<file path="src/rtl/nand_deglitch_pkg.sv">
// Shared types and constants for the NAND deglitch filter.
//   state_t      : per-channel filter state (STABLE / SETTLING)
//   GLITCH_CNT_W : width of each per-channel rejected-glitch counter
package nand_deglitch_pkg;

  localparam int unsigned GLITCH_CNT_W = 8;

  typedef enum logic {
    STABLE   = 1'b0,
    SETTLING = 1'b1
  } state_t;

endpackage

</file>
<file path="src/rtl/nand_deglitch_ch.sv">
// One deglitched NAND channel: combinational NAND, 2-flop synchronizer,
// then a settle filter that only lets a new value through after it has
// persisted for STABLE_CYCLES consecutive cycles.
// Optional feature macro: NAND_DEGLITCH_GLITCH_CNT_EN (adds glitch_cnt).
// Ports:
//   clk, rst_n : clock, asynchronous active-low reset
//   in         : WIDTH asynchronous gate inputs
//   out        : filtered NAND result (resets to 1)
//   chg        : one-cycle pulse in the cycle following an out change
//   glitch_cnt : saturating count of rejected glitches (macro only)
module nand_deglitch_ch
  import nand_deglitch_pkg::*;
#(
  parameter int unsigned WIDTH         = 2,
  parameter int unsigned STABLE_CYCLES = 4
) (
  input  logic             clk,
  input  logic             rst_n,
  input  logic [WIDTH-1:0] in,
  output logic             out,
  output logic             chg
`ifdef NAND_DEGLITCH_GLITCH_CNT_EN
  ,
  output logic [GLITCH_CNT_W-1:0] glitch_cnt
`endif
);

  localparam int unsigned CNT_W = $clog2(STABLE_CYCLES + 1);

  logic             raw;
  logic             s1;
  logic             s2;
  state_t           state;
  logic [CNT_W-1:0] cnt;

  assign raw = ~(&in);

  // Synchronizer, settle filter and change pulse.
  always_ff @(posedge clk or negedge rst_n) begin
    if (!rst_n) begin
      s1    <= 1'b1;
      s2    <= 1'b1;
      state <= STABLE;
      cnt   <= '0;
      out   <= 1'b1;
      chg   <= 1'b0;
`ifdef NAND_DEGLITCH_GLITCH_CNT_EN
      glitch_cnt <= '0;
`endif
    end else begin
      s1  <= raw;
      s2  <= s1;
      chg <= 1'b0;
      case (state)
        STABLE: begin
          if (s2 != out) begin
            // A one-cycle filter accepts the new value on first sight.
            if (STABLE_CYCLES == 1) begin
              out <= s2;
              chg <= 1'b1;
            end else begin
              state <= SETTLING;
              cnt   <= CNT_W'(1);
            end
          end
        end
        SETTLING: begin
          if (s2 != out) begin
            // Counter stops at STABLE_CYCLES-1, so it can never wrap.
            if (cnt == CNT_W'(STABLE_CYCLES - 1)) begin
              out   <= s2;
              chg   <= 1'b1;
              cnt   <= '0;
              state <= STABLE;
            end else begin
              cnt <= cnt + CNT_W'(1);
            end
          end else begin
            cnt   <= '0;
            state <= STABLE;
`ifdef NAND_DEGLITCH_GLITCH_CNT_EN
            if (glitch_cnt != '1) begin
              glitch_cnt <= glitch_cnt + GLITCH_CNT_W'(1);
            end
`endif
          end
        end
        default: begin
          state <= STABLE;
          cnt   <= '0;
        end
      endcase
    end
  end

endmodule

</file>
<file path="src/rtl/nand_deglitch.sv">
// Multi-channel deglitched NAND gate; each channel is an independent
// nand_deglitch_ch instance.
// Optional feature macro: NAND_DEGLITCH_GLITCH_CNT_EN (adds glitch_cnt).
// Ports:
//   clk, rst_n : clock, asynchronous active-low reset
//   in         : CHANNELS*WIDTH gate inputs, channel c at [c*WIDTH +: WIDTH]
//   out        : filtered NAND result per channel (resets to all ones)
//   chg        : per-channel one-cycle pulse following an out change
//   glitch_cnt : per-channel 8-bit saturating rejected-glitch count (macro only)
module nand_deglitch
  import nand_deglitch_pkg::*;
#(
  parameter int unsigned WIDTH         = 2,
  parameter int unsigned CHANNELS      = 4,
  parameter int unsigned STABLE_CYCLES = 4
) (
  input  logic                      clk,
  input  logic                      rst_n,
  input  logic [CHANNELS*WIDTH-1:0] in,
  output logic [CHANNELS-1:0]       out,
  output logic [CHANNELS-1:0]       chg
`ifdef NAND_DEGLITCH_GLITCH_CNT_EN
  ,
  output logic [CHANNELS*GLITCH_CNT_W-1:0] glitch_cnt
`endif
);

  // One filter per channel; no state is shared between channels.
  for (genvar c = 0; c < CHANNELS; c++) begin : g_ch
    nand_deglitch_ch #(
      .WIDTH         (WIDTH),
      .STABLE_CYCLES (STABLE_CYCLES)
    ) u_ch (
      .clk        (clk),
      .rst_n      (rst_n),
      .in         (in[c*WIDTH +: WIDTH]),
      .out        (out[c]),
      .chg        (chg[c])
`ifdef NAND_DEGLITCH_GLITCH_CNT_EN
      ,
      .glitch_cnt (glitch_cnt[c*GLITCH_CNT_W +: GLITCH_CNT_W])
`endif
    );
  end

endmodule

</file>
<file path="config.mk">
export PLATFORM = sky130hd
export DESIGN_NAME = nand_deglitch
export DESIGN_NICKNAME = d
export VERILOG_FILES = /design/src/rtl/nand_deglitch_pkg.sv /design/src/rtl/nand_deglitch_ch.sv /design/src/rtl/nand_deglitch.sv
export SDC_FILE = /design/constraint.sdc
export NUM_CORES = 1
export LEC_CHECK = 0
export CORE_AREA = 2 2 61 63
export CTS_CLUSTER_DIAMETER = 40
export CTS_CLUSTER_SIZE = 16
export DETAILED_ROUTE_END_ITERATION = 8
export DIE_AREA = 0 0 63 65
export GPL_ROUTABILITY_DRIVEN = 1
export PLACE_DENSITY_LB_ADDON = 0.2
export SLEW_MARGIN = 20
export SYNTH_ARGS = -nofsm -noshare
export SYNTH_HDL_FRONTEND = slang
export SYNTH_HIERARCHICAL = 1
export SYNTH_SLANG_ARGS = --single-unit
</file>
<file path="constraint.sdc">
create_clock -name clk -period 1.45 [get_ports clk]
set_input_delay 0.29 -clock clk [delete_from_list [all_inputs] [get_ports clk]]
set_output_delay 0.29 -clock clk [all_outputs]
set_load 0.02 [all_outputs]
</file>
==> summary.md <==
| Metric | Value |
|---|---|
| Tot GR Track Use | `0.115` |
| Num CTS Buffers | `5` |
| Fillers | `344` |
| Port bufs | `17` |
| Fmax | `~0.72 GHz` |
| Most Crowded Layer GR | `met2` |
| Post-route minimum period | `~1.4 ns` |
| GP Congestion | `0.660` |
| Slew Limit Headroom | `0.792` |
| Clk Tree Root Cell | `clkbuf_4` |
| Most frequent cells in the layout | `20 x dfrtp_1, 12 x nand2_1, 12 x dfstp_2` |
| Status | `completed` |
| Multi-input gate area | `between 400 and 500 um2` |
| WP buf/inv | `1` |
| Routed WL | `1840 um` |
| FP Rows | `22` |
| Longest Clk Path Bufs | `2` |
| Drt first pass iters | `2` |
| Synth Instances | `100` |
| Data required, critical path | `1.16 ns` |
| Synthesized area | `roughly 1300 um2` |
| Initial antenna violation count | `0` |
| Die footprint | `approximately 4000 um2` |
| CP startpoint kind | `flip-flop` |
| Max H-tree Level | `2` |
| Skew final | `roughly 0.013 ns` |
| Largest net degree at the start of global routing | `33` |
| RSZ-0062 raised after global routing | `false` |
| Core region area | `between 3000 and 4000 um2` |
| Worst hold margin | `about 0.32 ns` |
| Num Clock Sinks | `32` |
| Vias in the first global route | `853` |
| GR Layer Usage met1 | `0.134` |
| # diodes | `0` |
| Total number of vias | `797` |
| Seq. cell area | `816 um2` |
| CTS tree | `built` |
| CP Capture Type | `primary output` |
| Grt met3 use | `0.0365` |
| Leakage power | `0.000743 uW` |
| Die Width | `63 um` |
| Crit path max-delay family | `flip-flops` |
| CP peak stage delay | `between 0.5 and 0.6 ns` |
| Met2 usage | `0.190` |
| Final worst-path cycle share | `0.962` |
| Reg2Reg Setup Slack | `0.22 ns` |
| Max-cap violation count | `0` |
| Most common cell after layout, fill and taps aside | `dfrtp_1` |
| Seq/Total Area, Yosys | `0.627` |
| Layout cells sized above 1 | `0.331` |
| First-pass GRT wire length | `between 3000 and 4000 um` |
| Slew Limit Fails | `0` |
| Dpl hpwl | `~1300 um` |
| Syn Area/Cell | `between 10 and 15 um2` |
| Initial DRC count | `20` |
| IO Count | `18` |
| Maximum fanout along the worst path | `2` |
| Worst-Margin Slew | `around 0.31 ns` |
| Min-Delay Path Class | `in -> async` |
| Critical-path cell list | `clkdlybuf4s15_2` |
| Final Hold Fails | `0` |
| Yosys reg bits | `32` |
| Crit-path slowest cell | `dfstp_2` |
| Critical Path AT | `between 1 and 1.5 ns` |
| DR DRC count | `0` |
| Die H | `approximately 65 um` |
| Post-route ant nets | `0` |
| P&R area growth vs syn | `23.9%` |
| Setup-failing EPs final | `0` |
| Syn_nets | `114` |
| Worst r2r src | `g_ch[3].u_ch/cnt[0]` |
| Initial core utilization | `0.372` |
| Clk slew on worst S/H paths | `0.09 ns` |
| GRT Residual Overflow | `0` |
| Worst Setup SP | `g_ch[3].u_ch/out` |
| Vias per cell | `between 4 and 5` |
| Crit path kind | `reg -> out` |
| Distinct cells, synth | `15` |
| Fin nets | `roughly 140` |
| Setup tns final | `0 ns` |
| Warnings from Yosys | `6` |
| Clock latency on the worst-skew pair | `~0.32 ns` |
| P per Cell Area | `1770 nW/um2` |
| Average wire per standard cell | `just over 10 um` |
| IR drop worst, VDD | `approximately 0.59 mV` |
==> layout make-up <==
type / count / share of cell area
timing repair buffer: 22 / 0.125
sequential: 32 / 0.506
clock inverter: 1 / 0.00310
inverter: 4 / 0.00931
multi-input combinational: 64 / 0.292
clock buffer: 7 / 0.0279
tap: 48 / 0.0372
==> flip-flops by register name, indices dropped and copies added (netlist names) <==
| name | count |
|---|---|
| g_ch.u_ch/chg | 4 |
| g_ch.u_ch/cnt | 12 |
| g_ch.u_ch/out | 4 |
| g_ch.u_ch/s1 | 4 |
| g_ch.u_ch/s2 | 4 |
| g_ch.u_ch/state | 4 |
==> cell families (layout without fill, tap and decap cells) <==
| logic type | after synthesis | in the layout | synth area share |
|---|---|---|---|
| AOI/OAI and AO/OA | 20 | 20 | 0.0885 |
| xor gates and xnor gates | 4 | 4 | 0.0500 |
| adders and majority gates | 4 | 4 | 0.0385 |
| buffers and inverters | 4 | 34 | 0.0115 |
| DFF | 32 | 32 | 0.627 |
| muxes | 4 | 4 | 0.0462 |
| and+or+nand+nor | 32 | 32 | 0.138 |
==> timing repair <==
action | 4_1_cts | 5_1_grt
resized for setup | 15 | 3
setup endpoints to repair | 8 | 3
hold buffers | 0 | 0
pin swaps | 0 | 0
buffers inserted | 0 | 0
==> per-stage QoR <==
stage	total power, uW	cells	setup WS [ns]	cell area, um2	util
6_report	2860	178	0.0545	1610	0.461
5_1_grt	3120	178	0.00249	1610	0.461
4_1_cts	2940	178	0.00172	1630	0.466
3_5_place_dp	2480	170	0.0517	1580	0.452
3_3_place_gp	2440	170	0.0610	1580	0.452
2_1_floorplan	2090	100	0.286	1300	-
==> synth_stat cells, drive strengths merged <==
cell type  number  area share
dfrtp          20        0.38
nand2          16       0.054
dfstp          12        0.24
a21oi           8       0.031
nand3b          8       0.046
ha              4       0.038
inv             4       0.012
mux2            4       0.046
nor2            4       0.012
nor2b           4       0.027
o21a            4       0.023
o21ai           4       0.015
o22ai           4       0.019
xnor2           4       0.050
==> layer usage <==
layer | vias up | routed length, um
li1 | 398 | -
met2 | 13 | 892
met5 | - | 0
met4 | 0 | 19
met3 | 3 | 70
met1 | 383 | 853
==> worst paths after layout <==
path / endpoint / cells after the start
setup / recovery: out[3] / 1
max in group asynchronous: g_ch[0].u_ch/out / 2
setup reg to reg: g_ch[3].u_ch/out / 4
hold reg to reg: g_ch[1].u_ch/s2 / 0
hold / removal: g_ch[3].u_ch/chg / 2
min in group clk: g_ch[1].u_ch/s2 / 0
==> power breakdown <==
group          total, uW  leakage (uW)  switching [uW]  internal [uW]
Clock                465     0.0000293             277            189
Sequential          1370      0.000384             200           1170
Combinational       1020      0.000329             481            537
Note: power is estimated with default switching activity, not from simulation.
